## config.mk

```make
export PLATFORM = sky130hd
export DESIGN_NAME = evg_frame_gen
export DESIGN_NICKNAME = d
export VERILOG_FILES = /design/src/rtl/evg_frame_gen.sv
export SDC_FILE = /design/constraint.sdc
export NUM_CORES = 1
export LEC_CHECK = 0
export BUFFER_PORTS_ARGS = -buffer_cell sky130_fd_sc_hd__buf_2
export CAP_MARGIN = 20
export CORE_AREA = 2 2 146 148
export CTS_BUF_LIST = sky130_fd_sc_hd__clkbuf_4 sky130_fd_sc_hd__clkbuf_8
export CTS_CLUSTER_DIAMETER = 40
export DETAILED_ROUTE_END_ITERATION = 6
export DIE_AREA = 0 0 148 150
export SETUP_SLACK_MARGIN = 0.15
export SYNTH_ARGS = -nofsm -noshare
export SYNTH_HDL_FRONTEND = slang
export SYNTH_SLANG_ARGS = --single-unit
```

## constraint.sdc

```tcl
create_clock -name tx_clk -period 6.5 [get_ports tx_clk]
set_input_delay 1.625 -clock tx_clk [delete_from_list [all_inputs] [get_ports tx_clk]]
set_output_delay 1.625 -clock tx_clk [all_outputs]
set_load 0.01 [all_outputs]
```

## src/rtl/evg_frame_gen.sv

```systemverilog
// 16-bit event/segmented-data stream generator for the GTP TX lane (low byte events, high byte data).
// Define EVG_BEACON_EN to add periodic beacon events (8'h7E) on the event lane.
module evg_frame_gen #(
  parameter int unsigned SEG_BYTES     = 16,
  parameter int unsigned COMMA_PERIOD  = 4,
  parameter int unsigned BEACON_PERIOD = 7
) (
  input  logic                   tx_clk,
  input  logic                   tx_rst,
  input  logic                   ready,
  input  logic [7:0]             ev_code,
  input  logic                   ev_valid,
  output logic                   ev_ready,
  input  logic [7:0]             dbus,
  input  logic [7:0]             seg_addr,
  input  logic [8*SEG_BYTES-1:0] seg_data,
  input  logic                   seg_valid,
  output logic                   seg_ready,
  output logic                   busy,
  output logic [15:0]            tx_data,
  output logic [1:0]             txcharisk
);
  localparam int unsigned CommaW = (COMMA_PERIOD > 1) ? $clog2(COMMA_PERIOD) : 1;
  localparam int unsigned CntW   = $clog2(SEG_BYTES + 1);

  typedef enum logic [2:0] {
    StIdle, StStart, StAddr, StData, StStop, StCsumHi, StCsumLo
  } state_e;

  state_e                 state_q, state_d;
  logic                   run, odd_q;
  logic [CommaW-1:0]      comma_q;
  logic [CntW-1:0]        cnt_q, cnt_d;
  logic [8*SEG_BYTES-1:0] buf_q, buf_d;
  logic [7:0]             addr_q, addr_d;
  logic [15:0]            sum_q, sum_d;
  logic                   comma_slot, beacon_slot;
  logic [7:0]             ev_byte, dl_byte;
  logic                   ev_k, dl_k;
  logic [15:0]            tx_data_q;
  logic [1:0]             txcharisk_q;

  assign run        = ready & ~tx_rst;
  assign comma_slot = (comma_q == '0);

`ifdef EVG_BEACON_EN
  localparam int unsigned BeaconW = $clog2(BEACON_PERIOD);
  logic [BeaconW-1:0] beacon_q;

  // A beacon colliding with a comma is dropped, not deferred.
  assign beacon_slot = (beacon_q == BeaconW'(BEACON_PERIOD - 1)) & ~comma_slot;

  always_ff @(posedge tx_clk) begin
    if (!run || beacon_q == BeaconW'(BEACON_PERIOD - 1)) beacon_q <= '0;
    else                                                   beacon_q <= beacon_q + BeaconW'(1);
  end
`else
  assign beacon_slot = 1'b0;
`endif

  assign ev_ready  = run & ~comma_slot & ~beacon_slot;
  assign seg_ready = run & (state_q == StIdle);
  assign busy      = (state_q != StIdle);
  assign tx_data   = tx_data_q;
  assign txcharisk = txcharisk_q;

  always_comb begin
    ev_byte = 8'h00;
    ev_k    = 1'b0;
    if (comma_slot) begin
      ev_byte = 8'hBC;
      ev_k    = 1'b1;
    end else if (beacon_slot) begin
      ev_byte = 8'h7E;
    end else if (ev_valid && ev_ready) begin
      ev_byte = ev_code;
    end
  end

  // Frame FSM advances only on odd words; even words carry the distributed bus.
  always_comb begin
    state_d = state_q;
    cnt_d   = cnt_q;
    buf_d   = buf_q;
    addr_d  = addr_q;
    sum_d   = sum_q;
    dl_byte = 8'h00;
    dl_k    = 1'b0;
    if (!odd_q) begin
      dl_byte = dbus;
    end else begin
      unique case (state_q)
        StIdle: ;
        StStart: begin
          dl_byte = 8'h5C;
          dl_k    = 1'b1;
          state_d = StAddr;
        end
        StAddr: begin
          dl_byte = addr_q;
          cnt_d   = '0;
          state_d = StData;
        end
        StData: begin
          dl_byte = buf_q[7:0];
          buf_d   = buf_q >> 8;
          sum_d   = sum_q + {8'h00, buf_q[7:0]};
          cnt_d   = cnt_q + CntW'(1);
          if (cnt_q == CntW'(SEG_BYTES - 1)) state_d = StStop;
        end
        StStop: begin
          dl_byte = 8'h3C;
          dl_k    = 1'b1;
          state_d = StCsumHi;
        end
        StCsumHi: begin
          dl_byte = ~sum_q[15:8];
          state_d = StCsumLo;
        end
        StCsumLo: begin
          dl_byte = ~sum_q[7:0];
          state_d = StIdle;
        end
        default: state_d = StIdle;
      endcase
    end
    // Accept only happens in StIdle, so it never collides with the case above.
    if (seg_valid && seg_ready) begin
      state_d = StStart;
      buf_d   = seg_data;
      addr_d  = seg_addr;
      sum_d   = {8'h00, seg_addr};
    end
  end

  always_ff @(posedge tx_clk) begin
    if (!run) begin
      state_q     <= StIdle;
      odd_q       <= 1'b0;
      comma_q     <= '0;
      cnt_q       <= '0;
      tx_data_q   <= '0;
      txcharisk_q <= '0;
    end else begin
      state_q     <= state_d;
      odd_q       <= ~odd_q;
      comma_q     <= (comma_q == CommaW'(COMMA_PERIOD - 1)) ? '0 : comma_q + CommaW'(1);
      cnt_q       <= cnt_d;
      tx_data_q   <= {dl_byte, ev_byte};
      txcharisk_q <= {dl_k, ev_k};
    end
  end

  // Payload holding registers; contents are ignored whenever the FSM is idle.
  always_ff @(posedge tx_clk) begin
    buf_q  <= buf_d;
    addr_q <= addr_d;
    sum_q  <= sum_d;
  end

endmodule
```

==> summary.txt <==
Outcome
  • Outcome: finished, final reports clean

Synth
  • Post-synth top cells: nand2_1 (386), edfxtp_1 (144), dfxtp_1 (37)
  • Count of state elements after synthesis: 181
  • Mapped Avg Cell Area: 9.894 sq um
  • Area leader, netlist: edfxtp_1
  • Synth async-reset ratio: 0
  • Ys flop type: edfxtp_1
  • Post-synth net total: 991
  • Ys Warns: 0
  • Mux cell area share after synthesis: 0.01232
  • Mapped Area: 8123 sq um
  • Most common cell in the netlist: nand2_1
  • Post-synthesis sequential area ratio: 0.6235
  • Post-Synth Adder-Cell Area: 0.02095
  • Post-Syn Instances: 821
  • Post-synth top area share: 0.5323
  • Compound-Gate Fraction of Synth Area: 0.07455
  • Number of flops mapped to enable cells by yosys: 144
  • Area contributors post-synth: edfxtp_1 (53%), nand2_1 (18%), dfxtp_1 (9.1%)
  • Post-Synth Simple-Gate Area: 0.2338
  • Synth Area in XOR/XNOR: 0.006470
  • Main combinational cell family by area after synthesis: simple AND/OR/NAND/NOR gates
  • Synth unique cells: between 40 and 50

Route
  • Drt pass-1 iters: 5
  • Iter 0 DRT Violations: 518
  • Drt total wl: 18350 um
  • Antenna-violating nets left: 0
  • Via count: 6063
  • Routed WL per cell: 14.46 um
  • DR vias/cell: 4.778
  • DRC: 0

Worst setup path
  • CP max-delay cell: nand2b_1
  • Largest stage delay, worst path: 480 ps
  • RR Endpoint: buf_q[30]
  • Most frequent CP cell: buf_2
  • CP top delay family: simple AND/OR/NAND/NOR gates
  • Worst setup EP type: output port
  • Worst Path Required: 4880 ps
  • Critical Path Start Type: input port
  • Start of the worst register-to-register path: state_q[2]
  • Critical path buffer and inverter count: 2
  • Critical-path cell list: buf_2, nand2b_1, nor2_1, buf_2
  • R2R depth: 4
  • Worst EP arrival: 2750 ps
  • Setup CP Type: input port to output port
  • Worst-path fanout max: 20
  • Worst reg2reg setup slack: 3310 ps

Die
  • DIE AREA: ~22000 sq um
  • Starting Density: 0.3926
  • I/O pin cnt: 178
  • Die W: 148 um
  • Die H: approximately 150 um
  • Core region area: 20690 sq um
  • Row count: 53

Clock network
  • Post-CTS Setup Inserts: 0
  • Clock Sinks: 181
  • CTS root buf: clkbuf_8
  • Clock Latency Late Sink: 450 ps
  • Clock slew at reported path FFs: ~90 ps
  • Clock tree buffer depth: 2
  • H-tree levels: 4
  • Post-CTS Hold Fix Bufs: 0
  • Post-CTS sizing: 0
  • CTS tree: built
  • Total CTS buffers: 17

Finish
  • Layout overhead on the synthesized area: 18.38%
  • # diodes: 0
  • Fillers: 2000
  • Area of the multi-input gates: 2848 sq um
  • Fraction of layout cells with a size suffix above 1: 0.2183
  • Final #Nets: 1151
  • Register area: between 5000 and 6000 sq um

Placement
  • Pre-CTS setup slack: 2133 ps
  • HPWL Detailed: 12390 um
  • Port bufs: 177
  • GPL Wtd Cong: 0.8346

STA
  • Hold Vio Cnt, Final: 0
  • Final period util: 0.6731
  • RSZ-0062 raised after global routing: no
  • Tmin final: 4375 ps
  • Slew Limit Fails: 0
  • Worst Tran Pin Value: 894.8 ps
  • Slew HR: 0.4027
  • Max frequency: 228.6 MHz
  • PnR worst setup slack: roughly 2100 ps
  • Final setup TNS: 0 ps
  • Worst Skew: 14.52 ps
  • # setup viols final: 0

GRT
  • Initial antenna violation count: 0
  • GR met3 Demand/Resource: 0.04085
  • First-pass GRT wire length: about 28000 um
  • Largest net degree at the start of global routing: 100
  • Overflow after GRT: 0
  • Met1 Use GR: 0.2209
  • Met2 GRT Util: 0.2694
  • Most Used Layer, Global Route: met2
  • Number of global-route vias before repair: 5651
  • Gr usage total: 0.1648

Power
  • Sequential share of power: 0.585
  • Clock power share: 0.328
  • Worst VDD drop: 0.1231 mV
  • Switching Power: 0.0005465 W
  • P_leak: about 4.2 nW
  • Switching Fraction: 0.2454
  • Combinational Power Share: 0.087
  • PwrDens: 231.6 nW/um^2
  • P_int: 0.001680 W
  • Power after layout: 0.002227 W

Min path
  • Hold path depth: 1
  • Worst min-delay path category: flop to flop
  • Hold Startpoint: comma_q[0]
  • Hold EP: comma_q[0]

Flow run
  • Max cap viols: 0
-- final cells by class --
class                      count  area share
sequential                   181      0.5267
multi-input combinational    587      0.2962
timing repair buffer         181     0.09785
tap                          275     0.03578
clock buffer                  18     0.02511
clock inverter                14     0.01301
inverter                      13    0.005335
-- power by group through the flow --
| stage | Combinational (W) | Clock (W) | Sequential, W |
|---|---|---|---|
| final | 0.000194 | 0.000730 | 0.00130 |
| after CTS | 0.000198 | 0.000753 | 0.00130 |
| after floorplan | 0.000108 | 0 | 0.00133 |
| after global routing | 0.000220 | 0.000796 | 0.00131 |
| after detailed placement | 0.000196 | 0 | 0.00133 |
| after global placement | 0.000197 | 0 | 0.00133 |
-- sequential cells by signal, indices dropped and copies added (netlist names) --
signal     flops
addr_q         8
comma_q        2
txcharisk      2
buf_q        128
odd_q          1
cnt_q          5
state_q        3
sum_q         16
tx_data       16
-- worst max-delay path by stage --
stage,startpoint,to,cells after the start
2_1_floorplan,ready,buf_q[0],6
3_3_place_gp,tx_rst,ev_ready,4
3_5_place_dp,tx_rst,ev_ready,4
4_1_cts,tx_rst,ev_ready,4
5_1_grt,tx_rst,ev_ready,4
6_report,tx_rst,ev_ready,4
-- placed cells by master (no fill, tap or decap), drive strengths merged, types with 5 or more instances in the layout --
| cell type | n |
|---|---|
| a211oi | 8 |
| a21o | 7 |
| a21oi | 30 |
| a22o | 5 |
| and2 | 9 |
| buf | 181 |
| clkbuf | 18 |
| clkinv | 5 |
| dfxtp | 37 |
| edfxtp | 144 |
| ha | 12 |
| inv | 17 |
| mux2i | 10 |
| nand2 | 386 |
| nand2b | 8 |
| nand3 | 10 |
| nand4 | 6 |
| nor2 | 19 |
| nor3 | 6 |
| o21ai | 21 |
| o2bb2ai | 6 |
-- cells by family (layout without fill, tap and decap cells) --
| logic type | count (synthesis) | in the layout |
|---|---|---|
| XOR/XNOR | 6 | 6 |
| flip-flops | 181 | 181 |
| multiplexers | 10 | 10 |
| adder cells (fa/ha/maj) | 13 | 13 |
| AO/OA/AOI/OAI | 94 | 94 |
| AND/OR/NAND/NOR | 464 | 464 |
| buffers and inverters | 53 | 226 |
-- metrics by stage --
stage	hold WS [ps]	util	cell area, sq um	cells
after floorplan	429.1	-	8123	821
after global placement	438.9	0.4470	9249	1237
after detailed placement	448.2	0.4470	9249	1237
after CTS	460.9	0.4647	9615	1269
after global routing	496.2	0.4647	9615	1269
final	457.8	0.4647	9615	1269
-- per-layer routing --
metal  wire (um)  vias up
li1            -     3101
met1        8337     2783
met2        8769      168
met3        1064       11
met4         174        0
met5           0        -
Power figures use the tool's default switching activity.
